`src/rtl/rr_seq_pkg.sv`:
```
// Shared encodings for the result register shift sequencer:
// shift modes and FSM states.
package rr_seq_pkg;

  typedef enum logic [1:0] {
    MODE_ROL = 2'b00,
    MODE_LSL = 2'b01,
    MODE_LSR = 2'b10,
    MODE_ASR = 2'b11
  } mode_t;

  typedef enum logic [1:0] {
    IDLE  = 2'b00,
    SHIFT = 2'b01,
    DONE  = 2'b10
  } state_t;

endpackage

```
`src/rtl/rr_seq_if.sv`:
```
// Command/status bundle between the control unit and the result register.
// The control unit uses the master view; rr_seq uses the slave view.
interface rr_seq_if #(
  parameter int N   = 4,
  parameter int SHW = $clog2(2*N)+1
);
  logic             en;
  logic             clr;
  logic             load;
  logic [2*N-1:0]   data;
  logic             start;
  logic [1:0]       mode;
  logic [SHW-1:0]   amt;
  logic [2*N-1:0]   rr_out;
  logic             cout;
  logic             busy;
  logic             done;

  modport master (
    output en, clr, load, data, start, mode, amt,
    input  rr_out, cout, busy, done
  );

  modport slave (
    input  en, clr, load, data, start, mode, amt,
    output rr_out, cout, busy, done
  );
endinterface

```
`src/rtl/rr_shift_step.sv`:
```
// Combinational one-bit shifter for the four sequencer modes; out_bit is
// the bit that falls off the end (msb for left shifts, lsb for right).
module rr_shift_step
  import rr_seq_pkg::*;
#(
  parameter int W = 8
) (
  input  logic [W-1:0] value,
  input  mode_t        mode,
  output logic [W-1:0] shifted,
  output logic         out_bit
);

  always_comb begin
    shifted = value;
    out_bit = value[W-1];
    case (mode)
      MODE_ROL: shifted = {value[W-2:0], value[W-1]};
      MODE_LSL: shifted = {value[W-2:0], 1'b0};
      MODE_LSR: begin
        shifted = {1'b0, value[W-1:1]};
        out_bit = value[0];
      end
      MODE_ASR: begin
        shifted = {value[W-1], value[W-1:1]};
        out_bit = value[0];
      end
      default: ;
    endcase
  end

endmodule

```
`src/rtl/rr_seq.sv`:
```
// 2N-bit result register with parallel load, clear and a start/busy/done
// sequencer that applies a counted run of one-bit shifts.
module rr_seq
  import rr_seq_pkg::*;
#(
  parameter int N   = 4,
  parameter int SHW = $clog2(2*N)+1
) (
  input  logic      clk,
  input  logic      r,
  rr_seq_if.slave   bus
);

  localparam int W = 2*N;
  localparam logic [SHW-1:0] FULL = SHW'(W);

  state_t         state;
  mode_t          mode_q;
  logic [SHW-1:0] cnt;
  logic [W-1:0]   rr_q;
  logic           cout_q;
  logic           busy_q;
  logic           done_q;

  logic [W-1:0]   shifted;
  logic           out_bit;
  logic [SHW-1:0] amt_sat;

  assign amt_sat = (bus.amt > FULL) ? FULL : bus.amt;

  rr_shift_step #(.W(W)) u_step (
    .value   (rr_q),
    .mode    (mode_q),
    .shifted (shifted),
    .out_bit (out_bit)
  );

  // DONE accepts commands like IDLE so a new start can follow with no gap;
  // with en low everything, including a pending done pulse, is frozen.
  always_ff @(posedge clk or posedge r) begin
    if (r) begin
      state  <= IDLE;
      mode_q <= MODE_ROL;
      cnt    <= '0;
      rr_q   <= '0;
      cout_q <= 1'b0;
      busy_q <= 1'b0;
      done_q <= 1'b0;
    end else if (bus.en) begin
      case (state)
        IDLE, DONE: begin
          done_q <= 1'b0;
          state  <= IDLE;
          if (bus.clr) begin
            rr_q   <= '0;
            cout_q <= 1'b0;
          end else if (bus.load) begin
            rr_q <= bus.data;
          end else if (bus.start) begin
            mode_q <= mode_t'(bus.mode);
            cnt    <= amt_sat;
            if (amt_sat == '0) begin
              state  <= DONE;
              done_q <= 1'b1;
            end else begin
              state  <= SHIFT;
              busy_q <= 1'b1;
            end
          end
        end
        SHIFT: begin
          if (bus.clr) begin
            rr_q   <= '0;
            cout_q <= 1'b0;
            cnt    <= '0;
            busy_q <= 1'b0;
            state  <= IDLE;
          end else begin
            rr_q   <= shifted;
            cout_q <= out_bit;
            cnt    <= cnt - SHW'(1);
            if (cnt == SHW'(1)) begin
              busy_q <= 1'b0;
              done_q <= 1'b1;
              state  <= DONE;
            end
          end
        end
        default: begin
          busy_q <= 1'b0;
          done_q <= 1'b0;
          state  <= IDLE;
        end
      endcase
    end
  end

  assign bus.rr_out = rr_q;
  assign bus.cout   = cout_q;
  assign bus.busy   = busy_q;
  assign bus.done   = done_q;

endmodule
```
`src/flat_wrapper.sv`:
```
// flat-port wrapper written by rule: the top's interface ports become plain ports
module rr_seq_flat import rr_seq_pkg::*;
#(
  parameter int N   = 4,
  parameter int SHW = $clog2(2*N)+1
)
  (clk, r, bus_en, bus_clr, bus_load, bus_data, bus_start, bus_mode, bus_amt, bus_rr_out, bus_cout, bus_busy, bus_done);
  rr_seq_if #(.N(N), .SHW(SHW)) bus_i ();
  input  logic clk;
  input  logic r;
  input wire logic [$bits(bus_i.en)-1:0] bus_en;
  input wire logic [$bits(bus_i.clr)-1:0] bus_clr;
  input wire logic [$bits(bus_i.load)-1:0] bus_load;
  input wire logic [$bits(bus_i.data)-1:0] bus_data;
  input wire logic [$bits(bus_i.start)-1:0] bus_start;
  input wire logic [$bits(bus_i.mode)-1:0] bus_mode;
  input wire logic [$bits(bus_i.amt)-1:0] bus_amt;
  output wire logic [$bits(bus_i.rr_out)-1:0] bus_rr_out;
  output wire logic [$bits(bus_i.cout)-1:0] bus_cout;
  output wire logic [$bits(bus_i.busy)-1:0] bus_busy;
  output wire logic [$bits(bus_i.done)-1:0] bus_done;
  assign bus_i.en = bus_en;
  assign bus_i.clr = bus_clr;
  assign bus_i.load = bus_load;
  assign bus_i.data = bus_data;
  assign bus_i.start = bus_start;
  assign bus_i.mode = bus_mode;
  assign bus_i.amt = bus_amt;
  assign bus_rr_out = bus_i.rr_out;
  assign bus_cout = bus_i.cout;
  assign bus_busy = bus_i.busy;
  assign bus_done = bus_i.done;
  rr_seq #(.N(N), .SHW(SHW)) u_core (.clk(clk), .r(r), .bus(bus_i));
endmodule
```
`config.mk`:
```
export PLATFORM = sky130hd
export DESIGN_NAME = rr_seq_flat
export DESIGN_NICKNAME = d
export VERILOG_FILES = /design/src/rtl/rr_seq_pkg.sv /design/src/rtl/rr_seq_if.sv /design/src/rtl/rr_shift_step.sv /design/src/rtl/rr_seq.sv /design/src/flat_wrapper.sv
export SDC_FILE = /design/constraint.sdc
export NUM_CORES = 1
export LEC_CHECK = 0
export CORE_MARGIN = 2
export CORE_UTILIZATION = 51
export DETAILED_ROUTE_END_ITERATION = 12
export GPL_TIMING_DRIVEN = 1
export PLACE_DENSITY = 0.81
export SKIP_CTS_REPAIR_TIMING = 1
export SYNTH_ARGS = -nofsm -noshare
export SYNTH_HDL_FRONTEND = slang
export SYNTH_SLANG_ARGS = --single-unit
```
`constraint.sdc`:
```
create_clock -name clk -period 3.3 [get_ports clk]
set_clock_uncertainty 0.2 [all_clocks]
set_input_delay 0.33 -clock clk [delete_from_list [all_inputs] [get_ports clk]]
set_output_delay 0.33 -clock clk [all_outputs]
set_load 0.02 [all_outputs]
```
# Word level (Yosys, flattened, before mapping)
# Index checks and enable logic that the tools add are counted.
# word_totals
in_bits	20
out_inout_bits	11
elab_cells	78
ff_bits	19
# classes
n_eq_ne	16
add_sub_neg	1
magnitude_cmp	1
n_reduce_logical	14
n_bitwise	2
muxes	36
# ops
operator	n
case mux 8 bit (4 select lines)	1
2-to-1 mux 8 bit	3
2-to-1 mux 4 bit	5
case mux 8 bit (2 select lines)	1
2-to-1 mux 1 bit	15
2-to-1 mux 2 bit	6
inequality test 2 bit, second input constant	6
AND reduction 5 bit	2
AND reduction 3 bit	3
case mux 4 bit (2 select lines)	1
== test 2 bit, second input constant	3
inequality test 3 bit, second input constant	2
case mux 1 bit (2 select lines)	3
AND reduction 6 bit	1
== test 2 x 1 -> 1 bit, second input constant	2
== test 4 x 1 -> 1 bit, second input constant	1
greater-than comparator 4 bit, second input constant	1
logical NOT 2 bit	2
logical NOT 4 bit	1
case mux 2 bit (2 select lines)	1
AND reduction 4 bit	1
OR reduction 2 bit	2
subtractor 4 x 1 -> 4 bit, second input constant	1
inequality test 3 x 2 -> 1 bit, second input constant	1
other kinds (4)	5

# Depth between registers and ports, before layout
# depth
ltp_word	8
depth_mapped	7
ltp_nobuf	6

# By module
# From an unflattened synthesis, not the netlist that was laid out.
# hier_totals
hier_cells	116
hier_area_um2	1331.3
# by_module_without_submodules
module	area_each_um2	cells_each	seq_area_each_um2	n_inst
rr_seq	1192.4	103	475.5	1
rr_shift_step	138.9	13	0.0	1

# Worst setup path before layout
# No wires, ideal clock.
# synth_timing
path_kind	input to register
from	input bus_clr
to	register u_core.busy_q (netlist: u_core.bus.busy)
slack_ns	1.637
n_path_buf	1
setup_ns	0.123
arrival_time_ns	1.340
t_required_ns	2.977
stages	5
cell_sequence	buf_2 -> or3b_4 -> o21a_4 -> a41oi_2 -> a21oi_1
# synth_between
elab_chain_cells	2
elab_cells_between_ends	5
cone_classes	2 x eq/ne; 2 x mux; 1 x reduce/logical
# synth_lines
element	line_no	text
start: declaration	flat_wrapper.sv:12	input wire logic [$bits(bus_i.clr)-1:0] bus_clr;
inequality test 3 x 2 -> 1 bit (no source line), or another cell as far along	n/a	
AND reduction 6 bit (no source line) / case mux 1 bit (2 select lines) (equally long branches)	n/a	
end signal: assignment	rr_seq.sv:47	busy_q <= 1'b0;
end signal: assignment	rr_seq.sv:67	busy_q <= 1'b1;
end signal: assignment	rr_seq.sv:76	busy_q <= 1'b0;
end: declaration	rr_seq.sv:22	logic busy_q;
# Several ways; a longest one is shown, not always the timed one.
# A chain may end at the register's enable or synchronous reset.

# Worst setup path after layout
# layout_timing
from	register u_core.state[0]
to	register u_core.rr_q[7] (netlist: u_core.bus.rr_out[7])
# layout_between
elab_chain_cells	4
elab_cells_between_ends	9
cone_classes	4 x eq/ne; 1 x mux; 4 x reduce/logical
# layout_lines
element	line_no	text
start: declaration	rr_seq.sv:17	state_t state;
start signal: assignment	rr_seq.sv:42	state <= IDLE;
start signal: assignment	rr_seq.sv:53	state <= IDLE;
start signal: assignment	rr_seq.sv:63	state <= DONE;
== test 2 bit / logical NOT 2 bit (equally long branches)	rr_seq.sv:50	case (state)
OR reduction 2 bit	rr_seq.sv:50	
inequality test 3 bit (no source line) / nonzero test 2 bit (equally long branches)	n/a	
AND reduction 4 bit (no source line)	n/a	
end signal: assignment	rr_seq.sv:58	rr_q <= bus.data;
end signal: assignment	rr_seq.sv:79	rr_q <= shifted;
end: declaration	rr_seq.sv:20	logic [W-1:0] rr_q;
# Several ways; a longest one is shown, not always the timed one.

==> flow_metrics.tcl <==
set metrics [dict create \
    ys.flop_type "dfrtp_1" \
    wl_per_cell_um 14.4 \
    grt_pass1_wl_um 4360 \
    worstSetupPathType "flop to flop" \
    die_w_um 51.2 \
    syn2layout_area_growth_pct 28.7 \
    layout-drive-gt1-share_pct 9.46 \
    stdcell_area_um2 1460 \
    grt_overflow 0 \
    initial_core_util_pct 52.4 \
    grt_usage_pct 22.0 \
    period_needed_ps 2140 \
    via_per_inst 5.82 \
    worst_ep_required_time_ps 3290 \
    grt_pass1_vias 983 \
    cp-end-kind "flop" \
    syn-num-nets 142 \
    finalSetupViolCount 0 \
    final_util_pct 67.5 \
    p_per_area_nw_per_um2 432 \
    grt_antenna_before_repair 0 \
    slowest_stage "dfrtp_1" \
    avgSynthCellArea_um2 9.48 \
    dieArea_um2 2620 \
    cts_tree "yes" \
    clock-root-buffer "clkbuf_4" \
    synth_edf_count 0 \
    tightest_slew_ps 725 \
    arrival_ps 2130 \
    insertion_delay_ps 290 \
    finalPower_uw 632 \
    async_flop_share_pct 100 \
    hp-class "primary input to asynchronous set/reset pin" \
    dpl_cell_area_um2 1440 \
    hpwl_um 1910 \
    first_iter_violations 10 \
    fin_tns_setup_ps 0 \
    synth.distinct_cells 35 \
    rsz0062_at_grt "false" \
    rows 17 \
    place_inst 172 \
    syn_area_um2 1140 \
    met3_usage_pct 3.22 \
    cap_violations 0 \
    cts_buffers 3 \
    path_cells "nand2b_1 > nor2_1 > a31oi_1 > mux2_2" \
    max_freq_mhz 467 \
    regToRegSetupSlack_ps 1160 \
    yosysSeqAreaShare_pct 41.8 \
    nets 171 \
    hold_violations 0 \
    status "complete, no violations" \
    boundaryPins 31 \
    grt_start_max_net_pins 20 \
    h-tree-depth 1 \
    ant_nets 0 \
    clk_pin_slew_ps 110 \
    p_leak_nw 0.598 \
    worst_slew_margin_rel_pct 51.6 \
    netlist_instances 120 \
    cpPeakStageDelay_ps 590 \
    grt.met2_usage_pct 39.8 \
    yosysWarnings 0 \
    irDropWorstVdd_v 0.000239 \
    port_buffers 30 \
    grt.busiest_layer "met2" \
    route.detailed.drc 0 \
    finalWeightedCongestion 0.863 \
    hold_ws_ps 251 \
    core-area_um2 2170 \
    mostFrequentLayoutCell "clkdlybuf4s50_1" \
    drt-total-wl_um 2540 \
    dp_slack_ps 1020 \
    crit_fanout 17 \
    cts_buffer_depth 2 \
    start_kind "flop" \
    layout_common_cells "clkdlybuf4s50_1 (30), dfrtp_1 (19), nor2_1 (13), nand2_1 (13), o21ai_0 (13)" \
    fillCellCount 189 \
    drv_slew 0 \
    die_h_um 51.2 \
    fin_ws_ps 1160 \
    layout.cells.non_filler 176 \
    grt_use_met1_pct 26.2 \
    clkSinkCount 19 \
    min_period_over_period_pct 64.9 \
    vias 1024 \
    cp_num_buf_inv 0 \
    synth_seq_cells 19 \
    dr.pass1.iters 4 \
    diodes 0 \
    crit_family "simple AND/OR/NAND/NOR gates" \
]
==> power by group <==
| group | internal, mW | switching, mW |
|---|---|---|
| clock | 0.0469 | 0.0692 |
| combinational | 0.105 | 0.0952 |
| sequential | 0.269 | 0.0472 |
==> sequential cells by signal, summed over array words and instances, names as in the netlist <==
register / cells
u_core.bus.busy: 1
u_core.mode_q: 2
u_core.cnt: 4
u_core.bus.done: 1
u_core.bus.cout: 1
u_core.bus.rr_out: 8
u_core.state: 2
==> path summary, 6_finish.rpt <==
kind / startpoint / end / cells after the start
worst max register to register: u_core.state[0]$_DFFE_PP0P_ / u_core.bus.rr_out[7]$_DFFE_PP0P_ / 4
max in group asynchronous: r / u_core.bus.rr_out[4]$_DFFE_PP0P_ / 2
worst min-delay path: r / u_core.bus.done$_DFFE_PP0P_ / 2
worst min register to register: u_core.bus.cout$_DFFE_PP0P_ / u_core.bus.cout$_DFFE_PP0P_ / 1
worst max-delay path: u_core.state[0]$_DFFE_PP0P_ / u_core.bus.rr_out[7]$_DFFE_PP0P_ / 4
min in group clk: u_core.bus.cout$_DFFE_PP0P_ / u_core.bus.cout$_DFFE_PP0P_ / 1
==> worst register-to-register path: cells and delay by family (launching register included) <==
family	cells	cell delay [ps]
flops	1	590
simple gates	2	820
compound gates	1	140
mux	1	290
==> cell type report <==
type | count | area, um^2 | share of cell area [%]
Sequential cell | 19 | 475 | 32.5
Clock buffer | 4 | 26.3 | 1.79
Inverter | 4 | 15.0 | 1.03
Tap cell | 28 | 35.0 | 2.39
Timing Repair Buffer | 30 | 300 | 20.5
Multi-Input combinational cell | 91 | 612 | 41.8
==> cells in the mapped netlist (2+ instances only) <==
library cell	instances	area [um^2]
a31oi_1	3	18.8
a21oi_1	10	50.1
nand2_1	13	48.8
inv_1	4	15.0
mux2_2	4	45.0
buf_2	4	20.0
nor2_1	13	48.8
a22oi_1	3	22.5
dfrtp_1	19	475
ha_1	2	25.0
o21ai_0	13	65.1
mux2i_1	8	80.1
nand2b_1	2	12.5
==> layer usage <==
layer  routed length [um]  part of all wire [%]  up-vias
li1                     -                     -      493
met1                 1080                    43      486
met2                 1250                    49       39
met3                  167                   6.6        6
met4                   37                   1.5        0
met5                    0                     0        -
==> logic make-up (layout without fill, tap and decap cells) <==
kind of cell | Yosys count | in the layout | synth area share, %
compound gates | 39 | 39 | 23.7
fa+ha+maj | 2 | 2 | 2.20
buf+inv | 10 | 38 | 4.40
mux | 12 | 12 | 11.0
simple gates | 38 | 38 | 16.9
flops | 19 | 19 | 41.8
(Power assumes the default switching activity.)
